File: config.mk
export PLATFORM = sky130hd
export DESIGN_NAME = ras_ckpt
export DESIGN_NICKNAME = d
export VERILOG_FILES = /design/src/rtl/ras_ckpt.sv
export SDC_FILE = /design/constraint.sdc
export NUM_CORES = 1
export LEC_CHECK = 0
export CAP_MARGIN = 20
export CORE_MARGIN = 2
export CORE_UTILIZATION = 30
export DETAILED_ROUTE_END_ITERATION = 10
export GPL_ROUTABILITY_DRIVEN = 0
export GPL_TIMING_DRIVEN = 0
export PLACE_DENSITY = 0.44
export SLEW_MARGIN = 30
export SYNTH_ARGS = -nofsm -noshare
export SYNTH_HDL_FRONTEND = slang
export SYNTH_SLANG_ARGS = --single-unit
File: constraint.sdc
create_clock -name CLK -period 5.7 [get_ports CLK]
set_input_delay 0.855 -clock CLK [delete_from_list [all_inputs] [get_ports CLK]]
set_output_delay 0.855 -clock CLK [all_outputs]
set_load 0.005 [all_outputs]
File: src/rtl/ras_ckpt.sv
// rtl/ras_ckpt.sv - return address stack with pointer/count checkpoint and restore
module ras_ckpt #(
   parameter int RAS_DEPTH        = 8,
   parameter int RAS_TARGET_WIDTH = 12,
   parameter int RAS_INDEX_WIDTH  = $clog2(RAS_DEPTH),
   parameter int OVERFLOW_WRAP    = 1
) (
   input  logic                        CLK,
   input  logic                        RST,
   input  logic                        push_valid,
   input  logic [RAS_TARGET_WIDTH-1:0] push_target,
   input  logic                        pop_valid,
   input  logic                        restore_valid,
   input  logic [RAS_INDEX_WIDTH-1:0]  restore_ptr,
   input  logic [RAS_INDEX_WIDTH:0]    restore_count,
   output logic                        top_valid,
   output logic [RAS_TARGET_WIDTH-1:0] top_target,
   output logic [RAS_INDEX_WIDTH-1:0]  ckpt_ptr,
   output logic [RAS_INDEX_WIDTH:0]    ckpt_count,
   output logic                        overflow_event,
   output logic                        underflow_event
);

   localparam int CW = RAS_INDEX_WIDTH + 1;
   localparam logic [CW-1:0] DEPTH_C = CW'(RAS_DEPTH);

   logic [RAS_TARGET_WIDTH-1:0] mem_q [RAS_DEPTH];
   logic [RAS_INDEX_WIDTH-1:0]  ptr_q, ptr_d;
   logic [CW-1:0]               count_q, count_d;
   logic                        ovf_q, ovf_d;
   logic                        unf_q, unf_d;
   logic                        wr_en;
   logic [RAS_INDEX_WIDTH-1:0]  wr_idx;
   logic [RAS_INDEX_WIDTH-1:0]  tos;
   logic                        full;
   logic                        empty;

   // Top of stack sits one below the next-free pointer, wrapping in index width.
   assign tos   = ptr_q - 1'b1;
   assign full  = (count_q == DEPTH_C);
   assign empty = (count_q == '0);

   // Next-state decode in priority order: restore, push&pop, push, pop.
   always_comb begin
      ptr_d   = ptr_q;
      count_d = count_q;
      wr_en   = 1'b0;
      wr_idx  = ptr_q;
      ovf_d   = 1'b0;
      unf_d   = 1'b0;
      if (restore_valid) begin
         ptr_d   = restore_ptr;
         count_d = (restore_count > DEPTH_C) ? DEPTH_C : restore_count;
      end else if (push_valid && pop_valid && !empty) begin
         // Return+call in one fetch block: overwrite the current top in place.
         wr_en  = 1'b1;
         wr_idx = tos;
      end else if (push_valid) begin
         if (!full) begin
            wr_en   = 1'b1;
            ptr_d   = ptr_q + 1'b1;
            count_d = count_q + 1'b1;
         end else begin
            ovf_d = 1'b1;
            if (OVERFLOW_WRAP != 0) begin
               wr_en = 1'b1;
               ptr_d = ptr_q + 1'b1;
            end
         end
      end else if (pop_valid) begin
         if (!empty) begin
            ptr_d   = ptr_q - 1'b1;
            count_d = count_q - 1'b1;
         end else begin
            unf_d = 1'b1;
         end
      end
   end

   // Pointer, count and event pulse registers.
   always_ff @(posedge CLK) begin
      if (RST) begin
         ptr_q   <= '0;
         count_q <= '0;
         ovf_q   <= 1'b0;
         unf_q   <= 1'b0;
      end else begin
         ptr_q   <= ptr_d;
         count_q <= count_d;
         ovf_q   <= ovf_d;
         unf_q   <= unf_d;
      end
   end

   // Target storage; popped entries are left intact so a restore can recover them.
   always_ff @(posedge CLK) begin
      if (RST) begin
         for (int i = 0; i < RAS_DEPTH; i++) begin
            mem_q[i] <= '0;
         end
      end else if (wr_en) begin
         mem_q[wr_idx] <= push_target;
      end
   end

   assign top_valid       = !empty;
   assign top_target      = mem_q[tos];
   assign ckpt_ptr        = ptr_q;
   assign ckpt_count      = count_q;
   assign overflow_event  = ovf_q;
   assign underflow_event = unf_q;

endmodule
==> impl_metrics.csv, run 1 <==
group,metric,value,unit
yosys,synth.most_common_cell,"nor2_1",
hold_path,hold_depth,2,
timing,hold_ws,0.662,ns
yosys,ys_types,49,
floorplan,core,17100,um^2
layout,nNetsFinal,491,
global_route,grt_pass1_vias,3743,
critical_path,crit_slowest_cell,"clkbuf_1",
yosys,async_flop_share,0,%
global_route,grt_pass1_wl,22500,um
yosys,synth_top_area_share,55.7,%
critical_path,r2r_cells,9,
power,leakage,2.13,nW
cts,post_cts_buffers,0,
critical_path,cp_cell_sequence,"buf_2 -> buf_2 -> inv_1 -> ha_1 -> buf_2 -> clkbuf_1 -> mux4_2 -> mux2_2 -> clkdlybuf4s50_1",
critical_path,r2r_start,"ckpt_ptr[0]$_SDFFE_PP0P_",
timing,slew_violations,0,
job,drv_cap,0,
critical_path,arrival,4.26,ns
critical_path,timing_worst_setup_path_type,"flop to output port",
timing,tightest_slew,0.853,ns
yosys,synthFlopType,"edfxtp_1",
placement,dpl.hpwl,10200,um
floorplan,ios,46,
status,status,"complete, no violations",
global_route,grt_max_degree,17,
critical_path,crit_fanout,10,
yosys,yosysTopAreaCell,"edfxtp_1",
timing,grt_setup_unrepaired,"false",
critical_path,cpMostUsedCell,"buf_2",
global_route,overflow,0,
drt,wire_per_inst,21.0,um
hold_path,min_to,"ckpt_count[2]$_SDFFE_PP0P_",
power,peakVddDrop,0.147,mV
layout,synthToLayoutAreaGrowth,21.8,%
yosys,syn_nets,428,
yosys,synth_area_per_cell,13.0,um^2
yosys,netlist_area,5180,um^2
critical_path,crit_buf_inv,6,
critical_path,r2r_end,"mem_q[5][9]$_SDFFCE_PN0P_",
critical_path,end_kind,"output port",
drt,wirelength,14500,um
critical_path,slowest_delay,0.68,ns
cts,ctsHoldBuffers,0,
hold_path,hold_class,"flop to flop",
yosys,ys_top_cells_by_area,"edfxtp_1 56%, mux4_2 10%, nor2_1 7.5%",
cts,clk_latency,0.35,ns
critical_path,required,4.85,ns
timing,max_slew_margin,43.1,%
cts,cts_resized,0,
drt,drt_iter0_drc,334,
global_route,antenna_found_initial,0,
floorplan,die_area,18300,um^2
cts,htreeDepth,3,
timing,max_freq,196,MHz
floorplan,die_height,135,um
power,switching_share,27.6,%
global_route,grtUsageTotal,17.0,%
yosys,syn_inst,399,
power,p_switching,0.546,mW
power,p_int,1.43,mW
critical_path,critical-path-top-delay-family,"buffers and inverters",
drt,avgViaCountPerCell,5.15,
yosys,ys_ff_latch,105,
yosys,ys_seq_area_share,59.2,%
power,power.share.clock,31.3,%
yosys,synth_common_cells,"103 x nor2_1, 96 x edfxtp_1, 24 x mux4_2",
timing,min_period,5.11,ns
timing,fin_skew,0.00779,ns
placement,port_buffers,44,
timing,fin_crit_sh,89.7,%
power,seqPwrFrac,45.6,%
yosys,yosysWarnings,0,
cts,cts_tree,"done",
timing,finalHoldViolCount,0,
cts,root_buffer,"clkbuf_16",
hold_path,hold_start,"ckpt_count[2]$_SDFFE_PP0P_",
critical_path,ff2ff_setup_slack,1.99,ns
layout,drive_gt1_share,20.1,%
power,combPwrFrac,23.1,%
yosys,synth_edf_count,96,
cts,clockBufferDepth,2,
timing,setup-violations-final,0,
drt,postRouteAntennaNets,0,
power,cellPowerDensity,313,nW/um^2
floorplan,start_util,30.4,%
cts,clkSlewWorstSetupHoldPaths,0.07,ns
floorplan,chipWidth,135,um
timing,setup_tns,0,ns
layout,n_antenna_cell,0,
floorplan,rows,48,
cts,cts_buffers,9,
drt,vias,3567,
critical_path,worst_setup_path_start_kind,"flop",
drt,drc,0,
drt,drt-pass1-iter-count,4,
cts,cts.sinks,105,
[worst max path at each step]
stage	startpoint	to	slack, ns	cells past startpoint
finish	ckpt_ptr[0]$_SDFFE_PP0P_	top_target[10]	0.59	9
global route	ckpt_ptr[0]$_SDFFE_PP0P_	top_target[10]	0.31	9
floorplan	ckpt_ptr[0]$_SDFFE_PP0P_	mem_q[0][0]$_SDFFCE_PN0P_	2.32	8
global placement	ckpt_ptr[0]$_SDFFE_PP0P_	mem_q[7][7]$_SDFFCE_PN0P_	0.62	8
CTS	ckpt_ptr[0]$_SDFFE_PP0P_	top_target[10]	0.47	9
detailed placement	ckpt_ptr[0]$_SDFFE_PP0P_	top_target[10]	0.87	9
[layer usage]
| layer | vias to the layer above | global-route usage (%) | wire length [um] |
|---|---|---|---|
| met4 | 0 | 7.18 | 416 |
| met1 | 1807 | 23.9 | 6780 |
| met3 | 24 | 2.69 | 693 |
| met2 | 112 | 26.1 | 6640 |
| met5 | - | 0 | 0 |
| li1 | 1624 | - | - |
[final cells by class]
class                   count  area (um^2)
plain buffers              29          164
clock buffers              10          229
clock inverters             6         58.8
fillers                  1691        10700
inverters                   9         33.8
multi-input cells         256         1950
flip-flops and latches    105         3060
well taps                 225          282
repair buffers             52          531
[cell usage in the layout (no fill, tap or decap), types with 2 or more instances in the layout]
cell type,instances
nor2_1,103
edfxtp_1,96
clkdlybuf4s50_1,44
mux4_2,24
nand2_1,20
nand3_1,15
mux2_2,14
buf_6,13
clkbuf_1,11
buf_2,11
inv_1,9
dfxtp_1,9
clkbuf_16,9
o21ai_2,8
nand2b_1,6
nor3_1,6
a2111oi_0,5
o21ai_0,4
ha_1,4
nor4b_1,3
nor4_1,3
a21oi_1,3
a31oi_1,3
buf_1,2
a211oi_4,2
a31oi_2,2
nor2b_1,2
xnor2_1,2
o311a_1,2
a211oi_1,2
o211ai_1,2
nand3b_1,2
clkinv_1,2
[tightest hold or removal path, cell delays in order (launching register included)]
cell and delay (ns):
dfxtp_1 0.43, inv_1 0.10, o41ai_1 0.08
[through the flow]
stage	worst slack (ns)	instances	instance area, um^2	power (mW)	utilization (%)
3_3_place_gp	0.624	668	5900	1.37	34.6
6_report	0.587	692	6310	1.98	37.0
3_5_place_dp	0.867	676	6020	1.38	35.3
5_1_grt	0.309	692	6310	2.05	37.0
4_1_cts	0.465	692	6310	2.00	37.0
2_1_floorplan	2.32	399	5180	1.17	-
[cells by family (layout without fill, tap and decap cells)]
logic type	Yosys count	count (layout)	share of synthesized area, %
multiplexers	39	39	13.8
XOR/XNOR	4	4	0.822
AO/OA/AOI/OAI	44	44	7.30
flip-flops	105	105	59.2
AND/OR/NAND/NOR	164	164	13.8
buffers and inverters	38	106	3.82
adder cells (fa/ha/maj)	5	5	1.35
[power groups by stage]
stage	registers, mW	clock network [mW]	logic [mW]
after detailed placement	0.918	0	0.462
after global placement	0.919	0	0.448
final	0.901	0.618	0.457
after CTS	0.901	0.631	0.464
after global routing	0.905	0.654	0.496
after floorplan	0.911	0	0.262
[registers in the layout, indices dropped and copies added, names as in the netlist]
signal,cells
mem_q,96
ckpt_ptr,3
ckpt_count,4
overflow_event,1
underflow_event,1
(Power assumes the default switching activity.)
==> run 2: changes to the inputs <==
==> constraint.sdc (replaced) <==
create_clock -name CLK -period 5.4 [get_ports CLK]
set_input_delay 0.81 -clock CLK [delete_from_list [all_inputs] [get_ports CLK]]
set_output_delay 0.81 -clock CLK [all_outputs]
set_load 0.005 [all_outputs]
==> results of run 2 <==
The final DEF is identical to that of run 1. Status: complete, no violations.
Among the figures that moved: setup slack after placement 0.867 ns -> 0.612 ns; setup slack after layout 0.587 ns -> 0.332 ns; register-to-register setup slack 1.99 ns -> 1.69 ns; total power 1.98 mW -> 2.09 mW; worst IR drop on VDD 0.147 mV -> 0.155 mV
==> edit, RTL diff (config.mk and constraints of run 2) <==
Set the parameter `RAS_TARGET_WIDTH` to 24 (it was 12).
--- a/src/rtl/ras_ckpt.sv
+++ b/src/rtl/ras_ckpt.sv
@@ -2,5 +2,5 @@
 module ras_ckpt #(
    parameter int RAS_DEPTH        = 8,
-   parameter int RAS_TARGET_WIDTH = 12,
+   parameter int RAS_TARGET_WIDTH = 24,
    parameter int RAS_INDEX_WIDTH  = $clog2(RAS_DEPTH),
    parameter int OVERFLOW_WRAP    = 1
Ports: changed (resized push_target and top_target); port bits go from 46 to 70. The function was not compared with the original's and may differ.
==> edit against run 2 <==
- area after synthesis up 81%
- utilization up 0.77 points
- die area up 78%
- wire length up 94%
- power up 99%
- critical path depth unchanged
- clock skew about the same
- setup slack better by 0.048 ns
- clock power up 130%
- cell area up 84%
- sequential cell count up 96
- via count up 72%
- largest cell class unchanged
- largest power group unchanged
==> edit: results (changes against run 2) <==
| Metric | Value |
|---|---|
| Status | completed |
| Initial detailed-routing violation count | 568 (+70%) |
| Syn. warnings | 0 (unchanged) |
| Total track usage | 17.40% (+0.41 points) |
| WL final | 28.12 mm (+94%) |
| Largest register FFs | 192 (+100%) |
| Worst ir drop on vdd | 0.0002335 V (+50%) |
| Syn avg cell area | 13.87 um2 (+6.9%) |
| Synth cell count leaders | nor2_1, edfxtp_1, mux4_2 |
| Initial antenna violation count | 0 (unchanged) |
| Synth top area cells | edfxtp_1, mux4_2, nor2_1 |
| Slew @ Worst Pin | 0.8510 ns (-0.002262 ns) |
| Routed via count | 6144 (+72%) |
| Crit-path max FO | 10 (unchanged) |
| Post-synth top flop | edfxtp_1 |
| Crit path max-delay cell type | buf_2 |
| Largest net degree at the start of global routing | 14 (-3) |
| Post-synthesis sequential area ratio | 63.50% (+4.3 points) |
| FFs w/ async S/R, synth | 0% (unchanged) |
| Number of CTS-inserted buffers | 24 (+15) |
| Post-DP HPWL | 18.84 mm (+85%) |
| Leak | 3.930 nW (+85%) |
| CP Data Arrival Time | 4.21 ns (-0.05 ns) |
| Non-filler cells, final | 1194 (+73%) |
| Pre-antenna DRT Iters | 5 (+1) |
| Max stage delay on crit path | 0.48 ns (-0.20 ns) |
| Buffer levels on the longest clock path | 3 (+1) |
| Vias in the first global route | 6738 (+80%) |
| H-tree levels | 1 (-2) |
| DRT antenna net count | 0 (unchanged) |
| Cells after DPL | 1150 (+70%) |
| Nets | 821 (+67%) |
| Clk_skew | 0.007541 ns (-0.0002522 ns) |
| Largest delay contributor family on the critical path | buffers and inverters |
| Clock latency on the worst-skew pair | 0.52 ns (+0.17 ns) |
| Syn_nets | 716 (+67%) |
| PortBufs | 68 (+55%) |
| Share of layout cells above drive strength 1 | 21.68% (+1.6 points) |
| Post-CTS Setup Inserts | 0 (unchanged) |
| EDFF count, synth | 192 (+100%) |
| First-pass GRT wire length | 42.21 mm (+87%) |
## edit: worst register-to-register path, stage by stage, from the launching register on
cell and delay, ns:
dfxtp_1 0.38, clkbuf_1 0.47, buf_2 0.48, inv_1 0.12, ha_1 0.29, clkbuf_1 0.37
inv_1 0.17, a2111oi_0 0.35, a31oi_1 0.20, buf_2 0.33, o21ai_4 0.58, buf_16 0.25
## edit: report_power, final
| group | total, mW | internal [mW] | leakage (nW) | switching, mW |
|---|---|---|---|---|
| Clock | 1.48 | 0.844 | 0.343 | 0.635 |
| Combinational | 0.869 | 0.395 | 1.52 | 0.474 |
| Sequential | 1.81 | 1.78 | 2.06 | 0.0280 |
| Total | 4.16 | 3.02 | 3.93 | 1.14 |
## edit: cell families (layout without fill, tap and decap cells)
family / Yosys count / in the layout / share of synthesized area, %
multiplexers: 75 / 75 / 14.79
adder cells (fa/ha/maj): 5 / 5 / 0.7484
flip-flops: 201 / 201 / 63.50
XOR/XNOR: 4 / 4 / 0.5747
buffers and inverters: 61 / 184 / 3.835
AND/OR/NAND/NOR: 285 / 285 / 12.91
AO/OA/AOI/OAI: 44 / 44 / 3.635
## edit: path summary, 6_finish.rpt
check / start / end / slack, ns / cells past startpoint
hold / removal: ckpt_count[2] / ckpt_count[2] / 0.64 / 2
hold reg to reg: ckpt_count[2] / ckpt_count[2] / 0.64 / 2
setup / recovery: ckpt_ptr[0] / top_target[21] / 0.38 / 9
setup reg to reg: ckpt_ptr[0] / mem_q[4][6] / 1.11 / 11
## edit: metal layers
metal	GRT usage [%]	wire [um]	up-vias
met5	0	0	-
met4	4.774	645	0
met3	2.648	1448	48
met2	29.86	14050	198
met1	22.91	11980	3159
li1	-	-	2739
## edit: what timing repair did
| item | 4_1_cts | 5_1_grt |
|---|---|---|
| hold buffers | 0 | 0 |
| gates resized for setup | 1 | 14 |
| setup endpoints to repair | 4 | 24 |
## edit: per-stage QoR
step	TNS (ns)	setup WS (ns)	instance area [um2]	utilization [%]
after floorplan	0	0.9157	9363	-
after global placement	-219.47	-2.030	10540	34.36
after detailed placement	0	0.5377	10860	35.40
after CTS	0	0.01113	11570	37.72
after global routing	0	0.1105	11580	37.74
final	0	0.3803	11580	37.74
## edit: final cells by class
cell class | count | area [um2]
Clock buffer | 32 | 651.9
Tap cell | 396 | 495.5
Fill cell | 2956 | 19090
Timing Repair Buffer | 79 | 908.4
Sequential cell | 201 | 5946
Clock inverter | 12 | 57.56
Buffer | 52 | 335.3
Inverter | 9 | 33.78
Multi-Input combinational cell | 413 | 3148
